==> src/rtl/page_walker.sv <==
`timescale 1ns/1ps
// Sv48 hardware page-table walker: turns a TLB miss into a sequence of PTE reads
// and returns the leaf translation (or a zeroed fault result) as a one-cycle pulse.
module page_walker #(
  parameter int VA_BITS   = 48,
  parameter int PTE_BYTES = 8,
  parameter int LEVELS    = 4
) (
  input  logic        clk,
  input  logic        reset,
  input  logic [43:0] satp_ppn,
  input  logic        flush,
  input  logic        req_valid,
  input  logic [63:0] req_addr,
  output logic        resp_valid,
  output logic [63:0] resp_addr,
  output logic [7:0]  resp_perm_bits,
  output logic        mem_req_valid,
  output logic [63:0] mem_req_addr,
  input  logic        mem_req_ready,
  input  logic        mem_resp_valid,
  input  logic [63:0] mem_resp_data
);

  localparam int VPN_BITS  = VA_BITS - 12;
  localparam int PTE_SHIFT = $clog2(PTE_BYTES);

  typedef enum logic [2:0] {
    IDLE  = 3'd0,
    ISSUE = 3'd1,
    WAIT  = 3'd2,
    RESP  = 3'd3,
    HOLD  = 3'd4,
    DRAIN = 3'd5
  } state_t;

  function automatic logic [8:0] vpn_index(input logic [1:0] lvl, input logic [VPN_BITS-1:0] vpn);
    case (lvl)
      2'd0:    vpn_index = vpn[8:0];
      2'd1:    vpn_index = vpn[17:9];
      2'd2:    vpn_index = vpn[26:18];
      2'd3:    vpn_index = vpn[35:27];
      default: vpn_index = 9'd0;
    endcase
  endfunction

  // PPN bits that a leaf at this level takes from the VA instead of the PTE
  function automatic logic [43:0] page_mask(input logic [1:0] lvl);
    case (lvl)
      2'd0:    page_mask = 44'h0;
      2'd1:    page_mask = 44'h1FF;
      2'd2:    page_mask = 44'h3FFFF;
      2'd3:    page_mask = 44'h7FFFFFF;
      default: page_mask = 44'h0;
    endcase
  endfunction

  function automatic logic [63:0] pte_addr(input logic [43:0] ppn, input logic [8:0] idx);
    pte_addr = {8'd0, ppn, 12'd0} + ({55'd0, idx} << PTE_SHIFT);
  endfunction

  state_t              state, state_n;
  logic [1:0]          level, level_n;
  logic [VPN_BITS-1:0] va_q, va_n;
  logic [43:0]         ppn_q, ppn_n;
  logic                res_load;
  logic [63:0]         res_addr;
  logic [7:0]          res_perm;

  logic        pte_v, pte_r, pte_w, pte_x;
  logic        pte_leaf, pte_bad, pte_misaligned;
  logic [43:0] pte_ppn, lvl_mask, leaf_ppn;
  logic        unused_bits;

  assign pte_v          = mem_resp_data[0];
  assign pte_r          = mem_resp_data[1];
  assign pte_w          = mem_resp_data[2];
  assign pte_x          = mem_resp_data[3];
  assign pte_ppn        = mem_resp_data[53:10];
  assign pte_leaf       = pte_r | pte_x;
  assign pte_bad        = !pte_v || (!pte_r && pte_w) || (mem_resp_data[63:54] != 10'd0);
  assign lvl_mask       = page_mask(level);
  assign pte_misaligned = (pte_ppn & lvl_mask) != 44'd0;
  assign leaf_ppn       = (pte_ppn & ~lvl_mask) | ({8'd0, va_q} & lvl_mask);
  assign unused_bits    = ^{req_addr[63:VA_BITS], req_addr[11:0], mem_resp_data[9:8]};

  // Next-state, walk context and result computation
  always_comb begin
    state_n  = state;
    level_n  = level;
    ppn_n    = ppn_q;
    va_n     = va_q;
    res_load = 1'b0;
    res_addr = 64'd0;
    res_perm = 8'd0;
    case (state)
      IDLE: begin
        if (flush) begin
          state_n = IDLE;
        end else if (req_valid) begin
          state_n = ISSUE;
          va_n    = req_addr[VA_BITS-1:12];
          ppn_n   = satp_ppn;
          level_n = 2'(LEVELS - 1);
        end else begin
          state_n = IDLE;
        end
      end
      ISSUE: begin
        // A request accepted in the flush cycle still owes a response; drain it.
        if (flush) begin
          state_n = mem_req_ready ? DRAIN : IDLE;
        end else if (mem_req_ready) begin
          state_n = WAIT;
        end else begin
          state_n = ISSUE;
        end
      end
      WAIT: begin
        if (mem_resp_valid) begin
          if (flush) begin
            state_n = IDLE;
          end else if (pte_bad || (pte_leaf && pte_misaligned) || (!pte_leaf && level == 2'd0)) begin
            state_n  = RESP;
            res_load = 1'b1;
          end else if (pte_leaf) begin
            state_n  = RESP;
            res_load = 1'b1;
            res_addr = {8'd0, leaf_ppn, 12'd0};
            res_perm = mem_resp_data[7:0];
          end else begin
            state_n = ISSUE;
            ppn_n   = pte_ppn;
            level_n = level - 2'd1;
          end
        end else if (flush) begin
          state_n = DRAIN;
        end else begin
          state_n = WAIT;
        end
      end
      DRAIN: begin
        if (mem_resp_valid) begin
          state_n = IDLE;
        end else begin
          state_n = DRAIN;
        end
      end
      RESP:    state_n = HOLD;
      HOLD:    state_n = IDLE;
      default: state_n = IDLE;
    endcase
  end

  // Walk state and context registers
  always_ff @(posedge clk or negedge reset) begin
    if (!reset) begin
      state <= IDLE;
      level <= 2'(LEVELS - 1);
      va_q  <= '0;
      ppn_q <= 44'd0;
    end else begin
      state <= state_n;
      level <= level_n;
      va_q  <= va_n;
      ppn_q <= ppn_n;
    end
  end

  // Registered outputs, computed from the state being entered
  always_ff @(posedge clk or negedge reset) begin
    if (!reset) begin
      resp_valid     <= 1'b0;
      resp_addr      <= 64'd0;
      resp_perm_bits <= 8'd0;
      mem_req_valid  <= 1'b0;
      mem_req_addr   <= 64'd0;
    end else begin
      resp_valid    <= (state_n == RESP);
      mem_req_valid <= (state_n == ISSUE);
      if (res_load) begin
        resp_addr      <= res_addr;
        resp_perm_bits <= res_perm;
      end else begin
        resp_addr      <= resp_addr;
        resp_perm_bits <= resp_perm_bits;
      end
      if (state_n == ISSUE) begin
        mem_req_addr <= pte_addr(ppn_n, vpn_index(level_n, va_n));
      end else begin
        mem_req_addr <= mem_req_addr;
      end
    end
  end

endmodule

==> config.mk <==
export PLATFORM = sky130hd
export DESIGN_NAME = page_walker
export DESIGN_NICKNAME = d
export VERILOG_FILES = /design/src/rtl/page_walker.sv
export SDC_FILE = /design/constraint.sdc
export NUM_CORES = 1
export LEC_CHECK = 0
export ABC_AREA = 1
export CORE_ASPECT_RATIO = 0.75
export CORE_UTILIZATION = 35
export DETAILED_ROUTE_END_ITERATION = 6
export PLACE_DENSITY_LB_ADDON = 0.12
export RECOVER_POWER = 100
export SLEW_MARGIN = 30
export SYNTH_ARGS = -nofsm -noshare
export SYNTH_HDL_FRONTEND = slang
export SYNTH_SLANG_ARGS = --single-unit
==> constraint.sdc <==
create_clock -name clk -period 5.5 [get_ports clk]
set_clock_uncertainty 0.15 [all_clocks]
set_input_delay 0.825 -clock clk [delete_from_list [all_inputs] [get_ports clk]]
set_output_delay 0.825 -clock clk [all_outputs]
set_load 0.02 [all_outputs]
==> key figures <==
Outcome
  – Status: complete, but fails checks
  – Violated checks: capacitance limit, slew limit

Logic synthesis
  – Avg Cell Area, Syn: 7.82 um^2
  – Number of storage elements in the synthesis netlist: 192
  – Number of enable flip-flop cells after synthesis: 0
  – Cell Area, Synth: 0.0102 mm^2
  – Top cell type's share of synthesized area: 46.6%
  – Leading register cell type out of synthesis: sky130_fd_sc_hd__dfrtp_1
  – Gate count of the mapped netlist: 1,304
  – Number of distinct standard cells referenced by the synthesized netlist: 36
  – Warnings from Yosys: 0
  – Leading cell types by total area after synthesis: sky130_fd_sc_hd__dfrtp_1, sky130_fd_sc_hd__nand2_1, sky130_fd_sc_hd__o211ai_1
  – Post-synthesis sequential area ratio: 47.1%
  – Largest area contributor in the synthesized netlist: sky130_fd_sc_hd__dfrtp_1
  – Fraction of synthesis flops using an asynchronous set or reset pin: 100%

Clocking
  – Register clock-pin slew on the reported worst setup and hold paths: 80 ps
  – Cell at the root of the clock tree: sky130_fd_sc_hd__clkbuf_16
  – CTS Hold Buffers Added: 0
  – Buffers inserted by post-CTS timing repair: 0
  – Count of cells resized by post-cts repair: 0
  – Number of sinks on the clock net: 192
  – Number of buffers added by the clock tree synthesis step: 17
  – Clk Latency, worst-skew pair: 440 ps
  – TritonCTS clock tree: yes
  – Htree depth: 4
  – Max Buffers Root-to-Sink: 2

Floorplan
  – Number of cell rows: 53
  – I/O Pins: 316
  – Initial Util: 36.0%
  – Die boundary height: 150 um
  – Horizontal die dimension: 199 um
  – Area of the core: 0.0283 mm^2
  – Total die area: 0.0298 mm^2

Detailed routing
  – Via count: 9,408
  – Number of antenna-violating nets in the routed design: 0
  – First-pass iteration count of the detailed router: 5
  – WL per Instance: 18.5 um
  – Ratio of routed vias to standard cells: 4.94
  – Total routed wirelength: 35,200 um
  – DR DRC count: 0
  – First DRT Iteration DRCs: 588

Timing
  – Number of failing hold endpoints at the final stage: 0
  – Number of setup violations in the final report: 0
  – Total Neg Setup Slack: 0 ps
  – Shortest period the worst path allows: 4480 ps
  – Actual transition at the worst max-transition pin: 2760 ps
  – Fmax: 223 MHz
  – Setup repair after global routing missed its margin: no
  – Max-slew violation count: 158
  – Post-route clock period utilization: 81.5%
  – Relative slew slack: -83.7%

Setup path
  – Worst endpoint required time: 5670 ps
  – Most common cell on crit path: sky130_fd_sc_hd__nand2_1
  – Family with the most delay on the worst path: simple AND/OR/NAND/NOR gates
  – CP peak stage delay: 750 ps
  – Highest fanout seen on the critical path: 64
  – Worst path buffer plus inverter count: 2
  – Chain of cells forming the critical path: dlygate4sd3_1 > nor2_4 > nand2_1 > nand3_1 > nor2_4 > nand3_1 > buf_4 > nand2_1 > o211ai_1 > nand3_1 > nand2_1 > nand2_1
  – Critical path endpoint category: flip-flop
  – Nature of the critical path startpoint: primary input
  – Arrival time reported for the critical path endpoint: 4660 ps
  – Setup Crit Path Kind: primary input to flip-flop
  – Slowest library cell on the worst path: sky130_fd_sc_hd__nand3_1

Place
  – Placed Cells incl. Taps: 1,869
  – Global placement routability congestion: 0.881
  – Number of I/O port buffers: 254
  – Detailed placer's ending HPWL: 25,000 um

Finish
  – Synth-to-Final Area Change: 31.8%
  – Final Non-Filler Cells: 1,903
  – Layout Nets: 1,688
  – Fill cell total of the finished layout: 2,795
  – Most frequent cells in the layout: sky130_fd_sc_hd__nand2_1, sky130_fd_sc_hd__dfrtp_1, sky130_fd_sc_hd__clkdlybuf4s50_1
  – Leading cell type in the layout, fill and taps excluded: sky130_fd_sc_hd__nand2_1
  – Share of post-route cells with drive strength above 1: 4.88%

GRT
  – Remaining global-route overflow: 0
  – Wire length of the first global-routing pass: 53,700 um
  – Vias in the first global route: 9,065
  – Initial antenna violation count: 2
  – Largest net degree at the start of global routing: 107
  – GR Util All Layers: 24.1%

Worst hold path
  – Min-delay worst type: primary input to async pin

Power
  – Pwr/cell area: 452 mW/mm^2
  – Maximum ir drop on the vdd rail: 0.327 mV
  – Leak Pwr: 0.00666 uW
  – Power consumption: 6080 uW

Flow run
  – Count of max-cap constraint violations: 2
[final timing paths]
path	startpoint	endpoint	slack (ps)	cells after the start
worst max-delay path	mem_resp_data[1]	mem_req_addr[33]	1020	12
worst min-delay path	reset	mem_req_addr[50]	250	1
worst max register to register	level[0]	mem_req_addr[23]	1670	12
worst min register to register	mem_req_addr[38]	mem_req_addr[38]	320	2
max in group asynchronous	reset	resp_addr[16]	1750	2
min in group clk	mem_req_addr[38]	mem_req_addr[38]	320	2
[layer usage]
layer	vias up	part of all wire, %	global-route usage, %
met5	-	0.031	0
met4	2	1.6	6.35
met3	25	9.6	7.82
met2	317	41	33.6
met1	4457	48	35.4
li1	4607	-	-
[cells by family after synthesis]
logic type | Yosys count | synth area share (%)
simple gates | 625 | 26.0
buf+inv | 260 | 11.3
compound gates | 202 | 12.8
flops | 192 | 47.1
mux | 17 | 1.91
fa+ha+maj | 7 | 0.859
other cells | 1 | 0.0368
[layout make-up]
class | instances | area, um^2 | share of cell area, %
Tap cell | 385 | 482 | 3.58
Clock buffer | 21 | 470 | 3.50
Inverter | 143 | 541 | 4.02
Multi-Input combinational cell | 882 | 4370 | 32.5
Clock inverter | 11 | 104 | 0.773
Timing Repair Buffer | 267 | 2660 | 19.8
Sequential cell | 192 | 4810 | 35.8
Antenna cell | 2 | 5.00 | 0.0372
[stage by stage]
stage	cell area (um^2)	utilization, %	setup WS (ps)	hold WS [ps]
after floorplan	10300	-	3130	321
after global placement	12900	45.4	1170	314
after detailed placement	12900	45.6	1230	315
after CTS	13500	47.6	1670	306
after global routing	13400	47.4	791	312
final	13400	47.5	1020	254
[registers in the layout (all words and copies together), names as in the netlist]
register        cells
resp_valid          1
resp_perm_bits      8
va_q               36
resp_addr          44
mem_req_valid       1
ppn_q              44
level               2
mem_req_addr       53
state               3
[cell usage after synthesis, drive strengths merged, types with 2 or more instances]
cell / n
a211oi: 24
a21oi: 15
and3: 2
buf: 63
clkbuf: 54
dfrtp: 190
dfstp: 2
ha: 7
inv: 142
mux2: 17
nand2: 394
nand3: 121
nand4: 21
nor2: 78
nor3: 3
nor4: 3
o211ai: 90
o21ai: 72
[power by group]
group          leakage [uW]  internal (uW)  switching [uW]
registers           0.00242           1920             226
clock network      0.000280            666             582
logic               0.00396            966            1720
total               0.00666           3550            2530
Power figures use the tool's default switching activity.
